`src/rtl/spi_cmd_pkg.sv`:
```
// ============================================================================
// spi_cmd_pkg : shared types and constants for the SPI command decoder
// Revision    : 1.0
// ============================================================================
`default_nettype none

package spi_cmd_pkg;

  typedef enum logic [2:0] {
    ST_IDLE    = 3'd0,
    ST_CMD     = 3'd1,
    ST_WDATA   = 3'd2,
    ST_RDATA   = 3'd3,
    ST_DISCARD = 3'd4
  } state_t;

  localparam int CMD_WRITE_BIT = 7;

  function automatic int addr_w(input int n);
    return (n > 2) ? $clog2(n) : 1;
  endfunction

endpackage

`default_nettype wire

```
`src/rtl/spi_cmd_decoder_if.sv`:
```
// ============================================================================
// spi_cmd_decoder_if : byte stream in / register file and status out
// Revision           : 1.0
// ============================================================================
`default_nettype none

interface spi_cmd_decoder_if
  import spi_cmd_pkg::*;
#(
  parameter int NUM_REGS = 16,
  parameter int REG_W    = 16
);
  localparam int ADDR_W = addr_w(NUM_REGS);

  logic                      spi_cs;
  logic                      rx_valid;
  logic [7:0]                rx_data;
  logic [7:0]                tx_data;
  logic [NUM_REGS*REG_W-1:0] regs;
  logic                      wr_strobe;
  logic [ADDR_W-1:0]         wr_addr;
  logic                      cmd_err;
  logic                      busy;

  modport master (
    output spi_cs, rx_valid, rx_data,
    input  tx_data, regs, wr_strobe, wr_addr, cmd_err, busy
  );

  modport slave (
    input  spi_cs, rx_valid, rx_data,
    output tx_data, regs, wr_strobe, wr_addr, cmd_err, busy
  );
endinterface

`default_nettype wire

```
`src/rtl/spi_reg_bank.sv`:
```
// ============================================================================
// spi_reg_bank : delay register storage with one write port and a word read mux
// Revision     : 1.0
// ============================================================================
`default_nettype none

module spi_reg_bank
  import spi_cmd_pkg::*;
#(
  parameter int NUM_REGS = 16,
  parameter int REG_W    = 16,
  localparam int AW      = addr_w(NUM_REGS)
) (
  input  wire logic                      clk,
  input  wire logic                      reset,
  input  wire logic                      wr_en,
  input  wire logic [AW-1:0]             wr_addr,
  input  wire logic [REG_W-1:0]          wr_data,
  input  wire logic [AW-1:0]             rd_addr,
  output logic      [REG_W-1:0]          rd_data,
  output logic      [NUM_REGS*REG_W-1:0] regs_flat
);

  logic [REG_W-1:0] mem_q [NUM_REGS];
  logic [REG_W-1:0] mem_d [NUM_REGS];

  always_comb begin
    for (int k = 0; k < NUM_REGS; k++) begin
      mem_d[k] = mem_q[k];
    end
    if (wr_en) begin
      mem_d[wr_addr] = wr_data;
    end
  end

  always_ff @(posedge clk) begin
    for (int k = 0; k < NUM_REGS; k++) begin
      if (reset) begin
        mem_q[k] <= '0;
      end else begin
        mem_q[k] <= mem_d[k];
      end
    end
  end

  assign rd_data = mem_q[rd_addr];

  for (genvar g = 0; g < NUM_REGS; g++) begin : g_flat
    assign regs_flat[g*REG_W +: REG_W] = mem_q[g];
  end

endmodule

`default_nettype wire

```
`src/rtl/spi_cmd_decoder.sv`:
```
// ============================================================================
// spi_cmd_decoder : SPI read/write command FSM with burst addressing
// Revision        : 1.0
// ============================================================================
`default_nettype none

module spi_cmd_decoder
  import spi_cmd_pkg::*;
#(
  parameter int         NUM_REGS = 16,
  parameter int         REG_W    = 16,
  parameter logic [7:0] ID_BYTE  = 8'hA5
) (
  input wire logic        clk,
  input wire logic        reset,
  spi_cmd_decoder_if.slave bus
);

  localparam int NB = REG_W / 8;
  localparam int AW = addr_w(NUM_REGS);

  state_t            state_q, state_d;
  logic [AW-1:0]     addr_q, addr_d, addr_inc, cmd_addr, rd_addr, wr_addr_q, wr_addr_d;
  logic [2:0]        cnt_q, cnt_d, cnt_inc, byte_sel;
  logic [REG_W-1:0]  asm_q, asm_d, rd_word, wr_word, rd_shifted;
  logic [REG_W+7:0]  asm_shift;
  logic [7:0]        tx_q, tx_d, rd_byte;
  logic              wr_strobe_q, wr_strobe_d, cmd_err_q, cmd_err_d, busy_q, busy_d;
  logic              cmd_oor, last_byte, commit;

  assign cnt_inc   = cnt_q + 3'd1;
  assign last_byte = (cnt_inc == 3'(NB));
  // Explicit wrap so non-power-of-two banks never index past NUM_REGS-1
  assign addr_inc  = (addr_q == AW'(NUM_REGS - 1)) ? '0 : addr_q + 1'b1;
  assign cmd_addr  = bus.rx_data[AW-1:0];
  assign cmd_oor   = ({1'b0, bus.rx_data[6:0]} >= 8'(NUM_REGS));
  assign asm_shift = {asm_q, bus.rx_data};
  assign wr_word   = asm_shift[REG_W-1:0];
  assign commit    = (state_q == ST_WDATA) && !bus.spi_cs && bus.rx_valid && last_byte;

  always_comb begin
    rd_addr  = addr_q;
    byte_sel = cnt_inc;
    if (state_q == ST_CMD) begin
      rd_addr  = cmd_addr;
      byte_sel = 3'd0;
    end else if (last_byte) begin
      rd_addr  = addr_inc;
      byte_sel = 3'd0;
    end
  end

  assign rd_shifted = rd_word >> (8 * (NB - 1 - int'(byte_sel)));
  assign rd_byte    = rd_shifted[7:0];

  always_comb begin
    state_d     = state_q;
    addr_d      = addr_q;
    cnt_d       = cnt_q;
    asm_d       = asm_q;
    tx_d        = tx_q;
    wr_strobe_d = 1'b0;
    wr_addr_d   = wr_addr_q;
    cmd_err_d   = 1'b0;

    case (state_q)
      ST_IDLE: begin
        tx_d  = ID_BYTE;
        cnt_d = '0;
        asm_d = '0;
        if (!bus.spi_cs) begin
          state_d = ST_CMD;
        end
      end
      ST_CMD: begin
        if (bus.rx_valid) begin
          addr_d = cmd_addr;
          cnt_d  = '0;
          if (cmd_oor) begin
            state_d   = ST_DISCARD;
            cmd_err_d = 1'b1;
            tx_d      = 8'h00;
          end else if (bus.rx_data[CMD_WRITE_BIT]) begin
            state_d = ST_WDATA;
          end else begin
            state_d = ST_RDATA;
            tx_d    = rd_byte;
          end
        end
      end
      ST_WDATA: begin
        if (bus.rx_valid) begin
          if (last_byte) begin
            cnt_d       = '0;
            asm_d       = '0;
            addr_d      = addr_inc;
            wr_strobe_d = 1'b1;
            wr_addr_d   = addr_q;
          end else begin
            cnt_d = cnt_inc;
            asm_d = wr_word;
          end
        end
      end
      ST_RDATA: begin
        if (bus.rx_valid) begin
          tx_d = rd_byte;
          if (last_byte) begin
            cnt_d  = '0;
            addr_d = addr_inc;
          end else begin
            cnt_d = cnt_inc;
          end
        end
      end
      ST_DISCARD: begin
        tx_d = 8'h00;
      end
      default: begin
        state_d = ST_IDLE;
      end
    endcase

    // Deselect wins over any byte arriving in the same cycle
    if (bus.spi_cs && (state_q != ST_IDLE)) begin
      state_d     = ST_IDLE;
      addr_d      = addr_q;
      cnt_d       = '0;
      asm_d       = '0;
      tx_d        = ID_BYTE;
      wr_strobe_d = 1'b0;
      wr_addr_d   = wr_addr_q;
      cmd_err_d   = 1'b0;
    end

    busy_d = (state_d != ST_IDLE);
  end

  always_ff @(posedge clk) begin
    if (reset) begin
      state_q     <= ST_IDLE;
      addr_q      <= '0;
      cnt_q       <= '0;
      asm_q       <= '0;
      tx_q        <= ID_BYTE;
      wr_strobe_q <= 1'b0;
      wr_addr_q   <= '0;
      cmd_err_q   <= 1'b0;
      busy_q      <= 1'b0;
    end else begin
      state_q     <= state_d;
      addr_q      <= addr_d;
      cnt_q       <= cnt_d;
      asm_q       <= asm_d;
      tx_q        <= tx_d;
      wr_strobe_q <= wr_strobe_d;
      wr_addr_q   <= wr_addr_d;
      cmd_err_q   <= cmd_err_d;
      busy_q      <= busy_d;
    end
  end

  spi_reg_bank #(
    .NUM_REGS (NUM_REGS),
    .REG_W    (REG_W)
  ) u_bank (
    .clk       (clk),
    .reset     (reset),
    .wr_en     (commit),
    .wr_addr   (addr_q),
    .wr_data   (wr_word),
    .rd_addr   (rd_addr),
    .rd_data   (rd_word),
    .regs_flat (bus.regs)
  );

  assign bus.tx_data   = tx_q;
  assign bus.wr_strobe = wr_strobe_q;
  assign bus.wr_addr   = wr_addr_q;
  assign bus.cmd_err   = cmd_err_q;
  assign bus.busy      = busy_q;

endmodule

`default_nettype wire

```
`src/flat_wrapper.sv`:
```
// flat-port wrapper written by rule: the top's interface ports become plain ports
module spi_cmd_decoder_flat import spi_cmd_pkg::*;
#(
  parameter int         NUM_REGS = 16,
  parameter int         REG_W    = 16,
  parameter logic [7:0] ID_BYTE  = 8'hA5
)
  (clk, reset, bus_spi_cs, bus_rx_valid, bus_rx_data, bus_tx_data, bus_regs, bus_wr_strobe, bus_wr_addr, bus_cmd_err, bus_busy);
  spi_cmd_decoder_if #(.NUM_REGS(NUM_REGS), .REG_W(REG_W)) bus_i ();
  input wire logic clk;
  input wire logic reset;
  input wire logic [$bits(bus_i.spi_cs)-1:0] bus_spi_cs;
  input wire logic [$bits(bus_i.rx_valid)-1:0] bus_rx_valid;
  input wire logic [$bits(bus_i.rx_data)-1:0] bus_rx_data;
  output wire logic [$bits(bus_i.tx_data)-1:0] bus_tx_data;
  output wire logic [$bits(bus_i.regs)-1:0] bus_regs;
  output wire logic [$bits(bus_i.wr_strobe)-1:0] bus_wr_strobe;
  output wire logic [$bits(bus_i.wr_addr)-1:0] bus_wr_addr;
  output wire logic [$bits(bus_i.cmd_err)-1:0] bus_cmd_err;
  output wire logic [$bits(bus_i.busy)-1:0] bus_busy;
  assign bus_i.spi_cs = bus_spi_cs;
  assign bus_i.rx_valid = bus_rx_valid;
  assign bus_i.rx_data = bus_rx_data;
  assign bus_tx_data = bus_i.tx_data;
  assign bus_regs = bus_i.regs;
  assign bus_wr_strobe = bus_i.wr_strobe;
  assign bus_wr_addr = bus_i.wr_addr;
  assign bus_cmd_err = bus_i.cmd_err;
  assign bus_busy = bus_i.busy;
  spi_cmd_decoder #(.NUM_REGS(NUM_REGS), .REG_W(REG_W), .ID_BYTE(ID_BYTE)) u_core (.clk(clk), .reset(reset), .bus(bus_i));
endmodule
```
`config.mk`:
```
export PLATFORM = sky130hd
export DESIGN_NAME = spi_cmd_decoder_flat
export DESIGN_NICKNAME = d
export VERILOG_FILES = /design/src/rtl/spi_cmd_pkg.sv /design/src/rtl/spi_cmd_decoder_if.sv /design/src/rtl/spi_reg_bank.sv /design/src/rtl/spi_cmd_decoder.sv /design/src/flat_wrapper.sv
export SDC_FILE = /design/constraint.sdc
export NUM_CORES = 1
export LEC_CHECK = 0
export BUFFER_PORTS_ARGS = -buffer_cell sky130_fd_sc_hd__buf_4
export CORE_ASPECT_RATIO = 0.9
export CORE_MARGIN = 1
export CORE_UTILIZATION = 35
export CTS_BUF_LIST = sky130_fd_sc_hd__clkbuf_16
export DETAILED_ROUTE_END_ITERATION = 12
export SLEW_MARGIN = 20
export SYNTH_ARGS = -nofsm -noshare
export SYNTH_HDL_FRONTEND = slang
export SYNTH_SLANG_ARGS = --single-unit
```
`constraint.sdc`:
```
create_clock -name clk -period 4.1 [get_ports clk]
set_input_delay 0.41 -clock clk [delete_from_list [all_inputs] [get_ports clk]]
set_output_delay 0.41 -clock clk [all_outputs]
set_load 0.01 [all_outputs]
```
# Yosys cells after proc, flatten, opt, wreduce, memory -nomap -nowiden

Memories as Yosys holds them, arrays and structs flattened.
Cells that the tools add are included.

Register bits: 33
Bits in writable memories: 256
Output and inout port bits: 271
Memories: 1

Add/sub/neg operators: 3
Magnitude comparators: 3
Eq/ne operators: 11
Shift-type cells: 1
Muxes and demuxes: 50
Bitwise logic cells: 21
Reductions and logical operators: 23

Memory list:

| name                | depth | bits a word | rd ports | clocked after Yosys merged registers in | write ports | RTL line           | text |
|---|---|---|---|---|---|---|---|
| u_core.u_bank.mem_q | 16    | 16          | 17       | 0                                       | 16          | spi_reg_bank.sv:24 | `logic [REG_W-1:0] mem_q [NUM_REGS];` |

Operator list:

| kind               | count |
|---|---|
| $mux 16            | 17 |
| $bwmux 256         | 1 |
| $mux 256           | 1 |
| $demux 16 s4       | 1 |
| $mux 8             | 6 |
| $pmux 8 s4         | 1 |
| $shr 16x32->8      | 1 |
| $mux 3             | 8 |
| $mux 4             | 5 |
| $pmux 3 s3         | 2 |
| $or 1x1->1         | 16 |
| $pmux 8 s2         | 1 |
| $reduce_and 4->1   | 3 |
| $eq 3x2->1 const B | 3 |
| $reduce_bool 3->1  | 3 |
| $pmux 4 s2         | 1 |
| $reduce_or 4->1    | 2 |
| $ge 7x5->1 const B | 1 |
| $mux 1             | 6 |
| $ne 2x2->1 const B | 3 |
| $ge 5x5->1 const B | 1 |
| $logic_and 1x1->1  | 5 |
| $lt 5x1->1 const B | 1 |
| $not 4->5          | 1 |
| other kinds (17)   | 22 |

# Depth between registers and ports, before layout

Depth after elaboration: 10
Gate-level depth with buffers: 13
Depth with buffers taken out: 9

# Hierarchy

From an unflattened synthesis, not the netlist that was laid out.

Cell total of the unflattened synthesis: 1559
Area total of the unflattened synthesis: 13731.9 µm²

Modules (own cells, without submodules):

| module          | times used | cells each | area each (µm²) | sequential area each (µm²) |
|---|---|---|---|---|
| spi_reg_bank    | 1          | 1358       | 11918.9         | 5124.9 |
| spi_cmd_decoder | 1          | 201        | 1813.0          | 660.6 |

# Worst setup path after synthesis

No wires, ideal clock.

Kind: reg2reg
From: register u_core.cnt_q[0]
To: register u_core.tx_q[5] (netlist: u_core.bus.tx_data[5])
Arrival: 2.598 ns
Required time: 3.973 ns
Setup slack: 1.375 ns
Cell stages (with the launch flop): 11
Path buffers: 3
Cell sequence: dfxtp_1 > ha_1 > xnor2_2 > a21oi_1 > o31ai_4 > buf_6 > buf_8 > buf_4 > mux4_2 > a21oi_1 > a31oi_1

Cells in the longest elaborated chain, start to end: 10
Elaborated cells on any way between the ends: 14

Ends and longest elaborated chain:

| what                                                | RTL line               | text |
|---|---|---|
| from (decl)                                         | spi_cmd_decoder.sv:24  | `logic [2:0] cnt_q, cnt_d, cnt_inc, byte_sel;` |
| from (signal assigned)                              | spi_cmd_decoder.sv:153 | `cnt_q <= cnt_d;` |
| $add 3x1->3 (*)                                     | spi_cmd_decoder.sv:31  | `assign cnt_inc = cnt_q + 3'd1;` |
| $eq 3x2->1                                          | spi_cmd_decoder.sv:32  | `assign last_byte = (cnt_inc == 3'(NB));` |
| $mux 4 / $mux 3 (equally long branches)             | spi_cmd_decoder.sv:47  | `end else if (last_byte) begin` |
| $mux 4 / $mux 3 (equally long branches)             | spi_cmd_decoder.sv:44  | `if (state_q == ST_CMD) begin` |
| $mem_v2 16x16 / $sub 1x3->4 (equally long branches) | -                      |  |
| $shr 16x32->8 (*)                                   | spi_cmd_decoder.sv:53  | `assign rd_shifted = rd_word >> (8 * (NB - 1 - int'(byte_sel)));` |
| $mux 8                                              | spi_cmd_decoder.sv:83  | `end else if (bus.rx_data[CMD_WRITE_BIT]) begin` |
| $mux 8                                              | spi_cmd_decoder.sv:79  | `if (cmd_oor) begin` |
| $mux 8                                              | spi_cmd_decoder.sv:76  | `if (bus.rx_valid) begin` |
| $pmux 8 s4 (*)                                      | spi_cmd_decoder.sv:66  | `case (state_q)` |
| to (signal assigned)                                | spi_cmd_decoder.sv:155 | `tx_q <= tx_d;` |
| to (decl)                                           | spi_cmd_decoder.sv:27  | `logic [7:0] tx_q, tx_d, rd_byte;` |

Mark *: on every way between the ends. The rest lies on a longest branch, timed or not. The select of a mux whose other input is x is not followed.
A chain may end at the register's enable or synchronous reset.

# Worst setup path in the final report

From: register u_core.cnt_q[0]
To: register u_core.tx_q[7] (netlist: u_core.bus.tx_data[7])

The elaborated chain is that of the path after synthesis.

==> metrics list <==
* Number of global-route vias before repair: 12700
- Largest net degree at the start of global routing: 88
- Placeable Area: 36300 um^2
* Yosys warning count: 0
* First-pass iteration count of the detailed router: 6
- Area taken by multi-input logic gates: 6570 um^2
* Critical Path Sink Type: flip-flop
- IR analysis of the VDD net gives a maximum drop of 281 uV.
- Of the synthesized area, sequential elements account for 0.446.
- Final instance area: 16400 um^2
- Die extent in x: 205 um
* Via density per instance: 5.74
- Clock buffer depth: 3
- For this configuration, the core starts out at a cell density of 0.357.
- Setup repair after global routing left no endpoint under its margin.
* Worst-margin pin slew: 1.14 ns
- Dividing total power by cell area gives a power density of 370 nW/um^2.
- The endpoint identified for the worst register-to-register timing path is u_core.bus.tx_data[7].
- Net count after synthesis: 1683
- Required time of the critical path: 4.60 ns
- Data arrives at the worst endpoint at 3.92 ns.
- In this run the number of H-tree levels came out at 1.
* ANT cells: 0
- Top-area cell type share of the netlist area: 0.446
* Floorplan die area: 37800 um^2
- In this run the tool buffered the top-level ports with 282 buffer cells.
- Number of hold violations in the final report: 0
- Clk root buf: sky130_fd_sc_hd__clkbuf_16
- # Post-CTS Setup Buffers: 0
- During I/O placement, the number of pins put on the boundary was 283.
- Fraction of registers with async set/reset: 0
* Most common cell in the netlist: sky130_fd_sc_hd__nand2_1
* Number of sinks driven by the clock tree: 289
- The filler cells instantiated in the layout total 3656.
* Min-Delay Path Class: input port to flip-flop
- The count of final max-slew check failures is 0.
* Number of nets still failing antenna checks after routing: 0
- Most used standard cells in the synthesized netlist: sky130_fd_sc_hd__nand2_1, sky130_fd_sc_hd__dfxtp_1, sky130_fd_sc_hd__a21oi_1
* Setup slack of the most critical reg-to-reg path: 0.68 ns
* Critical path startpoint category: flip-flop
* Capturing element of the worst setup path: u_core.bus.tx_data[7]
- In this run the cell area measured after placement is 15400 um^2.
* Detail Placement HPWL: 41600 um
- Clock period minus worst slack: 3.42 ns
- Count of different cell masters after synthesis: 65
- Routability-driven placement congestion ratio: 0.958
* Post-route setup TNS: 0 ns
- Drt wl/cell: 24.4 um
- Area of the mapped netlist: 13000 um^2
* Mean area per synthesized cell: 7.79 um^2
- Max cap viols: 0
* Number of endpoints failing setup at the final stage: 0
- In this run, synthesis inferred 0 flip-flops with an integrated enable.
* Final clock period utilization by the worst path: 0.835
- Worst Clk Skew: 0.0109 ns
* Global-route wire length before repair: 83800 um
* Clock tree from TritonCTS: yes
* Mapped Cells: 1665
- The critical path starts at u_core.cnt_q[0].
* Flip-flop cell with the highest count after synthesis: sky130_fd_sc_hd__dfxtp_1
- Worst slew margin relative to its limit: 0.237
* Post-route DRC violation count: 0
* Total clock buffers created by CTS: 31
* Library cell occupying the most area in the post-synthesis netlist: sky130_fd_sc_hd__dfxtp_1
- The area growth from synthesis to layout is 26.6%.
- Clock latency on the worst-skew pair, taken at its later pin, is 0.58 ns.
- The final layout contains routed wiring with a total length of 57800 um.
- Height of the die: 185 um
- # hold bufs at CTS: 0
- CTS resizes: 0
- Register Area: 5790 um^2
- Counting flops and latches in the post-synthesis netlist gives 289.
- GR Overflow Total: 0
- Worst reg2reg startpoint: u_core.cnt_q[0]
- Layout cell share with drive strength beyond 1: 0.213
- Worst setup path class: flip-flop to flip-flop
- In this run, the number of DRC markers left after iteration 0 of detailed routing was 1549.
* Vias after detailed routing: 13600
- On the final layout, the worst hold slack is 0.159 ns.
* Result of the run: finished, final reports clean
- Sorting the synthesized cells by area gives the leading types as sky130_fd_sc_hd__dfxtp_1, sky130_fd_sc_hd__nand2_1, sky130_fd_sc_hd__a21oi_1.
* R2R cell count: 9
* Nets: 1883
* Antenna violations before repair: 0
- Number of placement rows: 66
- Across every metal layer, demand over resource in global routing totals 0.297.
- Static timing analysis puts the maximum clock frequency at 0.292 GHz.
* Leakage dissipation: 6.17 nW
- Along the worst path, the maximum fanout reaches 67.
* Clock slew at reported path FFs: 0.07 ns
sequential cells by signal (all words and copies together) (netlist names):
| name | flops |
|---|---|
| u_core.addr_q | 4 |
| u_core.asm_q | 8 |
| u_core.bus.busy | 1 |
| u_core.bus.cmd_err | 1 |
| u_core.bus.tx_data | 8 |
| u_core.bus.wr_addr | 4 |
| u_core.bus.wr_strobe | 1 |
| u_core.cnt_q | 3 |
| u_core.state_q | 3 |
| u_core.u_bank.mem_q | 256 |
metrics by stage:
stage	utilization	total power [mW]	setup slack, ns	instances
final	0.452	6.07	0.676	2365
after detailed placement	0.424	3.30	0.705	2308
after global routing	0.452	6.24	0.467	2365
after CTS	0.452	6.09	0.673	2365
after floorplan	-	3.15	1.38	1665
after global placement	0.424	3.29	0.798	2308
where the power goes:
part	leakage, nW	internal [mW]	switching (mW)	total, mW
Clock	0.498	1.62	1.21	2.83
Sequential	2.33	2.82	0.0158	2.83
Combinational	3.35	0.122	0.288	0.410
Total	6.17	4.56	1.51	6.07
worst min path at each step:
stage,cells after the start,to,from
final,3,u_core.state_q[0],bus_spi_cs
after global routing,3,u_core.state_q[0],bus_spi_cs
after CTS,3,u_core.state_q[0],bus_spi_cs
after detailed placement,2,u_core.bus.wr_addr[3],u_core.bus.wr_addr[3]
after global placement,2,u_core.bus.wr_addr[3],u_core.bus.wr_addr[3]
after floorplan,2,u_core.cnt_q[1],u_core.cnt_q[1]
placed cells by master, fill, tap and decap left out, types with 6 or more instances in the layout:
| cell type | Yosys | final |
|---|---|---|
| sky130_fd_sc_hd__a21oi_1 | 287 | 287 |
| sky130_fd_sc_hd__a221oi_1 | 21 | 21 |
| sky130_fd_sc_hd__a22oi_1 | 18 | 18 |
| sky130_fd_sc_hd__a31oi_1 | 10 | 9 |
| sky130_fd_sc_hd__and2_1 | 32 | 32 |
| sky130_fd_sc_hd__and3_1 | 7 | 7 |
| sky130_fd_sc_hd__buf_4 | 1 | 315 |
| sky130_fd_sc_hd__clkbuf_16 | 0 | 31 |
| sky130_fd_sc_hd__clkinv_1 | 0 | 12 |
| sky130_fd_sc_hd__dfxtp_1 | 289 | 289 |
| sky130_fd_sc_hd__ha_1 | 6 | 6 |
| sky130_fd_sc_hd__inv_1 | 13 | 16 |
| sky130_fd_sc_hd__mux2i_1 | 15 | 15 |
| sky130_fd_sc_hd__mux4_1 | 6 | 6 |
| sky130_fd_sc_hd__mux4_2 | 29 | 29 |
| sky130_fd_sc_hd__nand2_1 | 545 | 545 |
| sky130_fd_sc_hd__nand2b_1 | 10 | 10 |
| sky130_fd_sc_hd__nand3_1 | 71 | 71 |
| sky130_fd_sc_hd__nor2_1 | 53 | 52 |
| sky130_fd_sc_hd__nor3_1 | 10 | 10 |
| sky130_fd_sc_hd__o211ai_1 | 11 | 11 |
| sky130_fd_sc_hd__o21ai_0 | 12 | 12 |
layout make-up:
class | count | share of cell area
Clock buffer | 31 | 0.0472
Timing Repair Buffer | 318 | 0.147
Tap cell | 476 | 0.0363
Multi-Input combinational cell | 1212 | 0.400
Inverter | 13 | 0.00297
Clock inverter | 26 | 0.0142
Sequential cell | 289 | 0.352
kinds of logic after synthesis:
kind of cell / after synthesis / synth area share
simple gates: 752 / 0.242
compound gates: 401 / 0.179
flops: 289 / 0.446
buf+inv: 164 / 0.0505
mux: 51 / 0.0749
fa+ha+maj: 6 / 0.00579
xor+xnor: 2 / 0.00193
layer usage:
metal / track usage / vias to the layer above / share of wire
met5: 0 / - / 0
met4: 0.114 / 0 / 0.039
met3: 0.0431 / 111 / 0.087
met2: 0.486 / 788 / 0.47
met1: 0.392 / 6580 / 0.41
li1: - / 6096 / -
critical path, stage by stage, from the launching register on:
cell                      delay (ns)
sky130_fd_sc_hd__dfxtp_1        0.45
sky130_fd_sc_hd__ha_1           0.30
sky130_fd_sc_hd__xor2_1         0.47
sky130_fd_sc_hd__o21ai_1        0.35
sky130_fd_sc_hd__o21ai_4        0.36
sky130_fd_sc_hd__buf_12         0.35
sky130_fd_sc_hd__mux4_1         0.31
sky130_fd_sc_hd__o22ai_1        0.11
sky130_fd_sc_hd__or4_1          0.40
sky130_fd_sc_hd__a31oi_1        0.17
(Power assumes the default switching activity.)
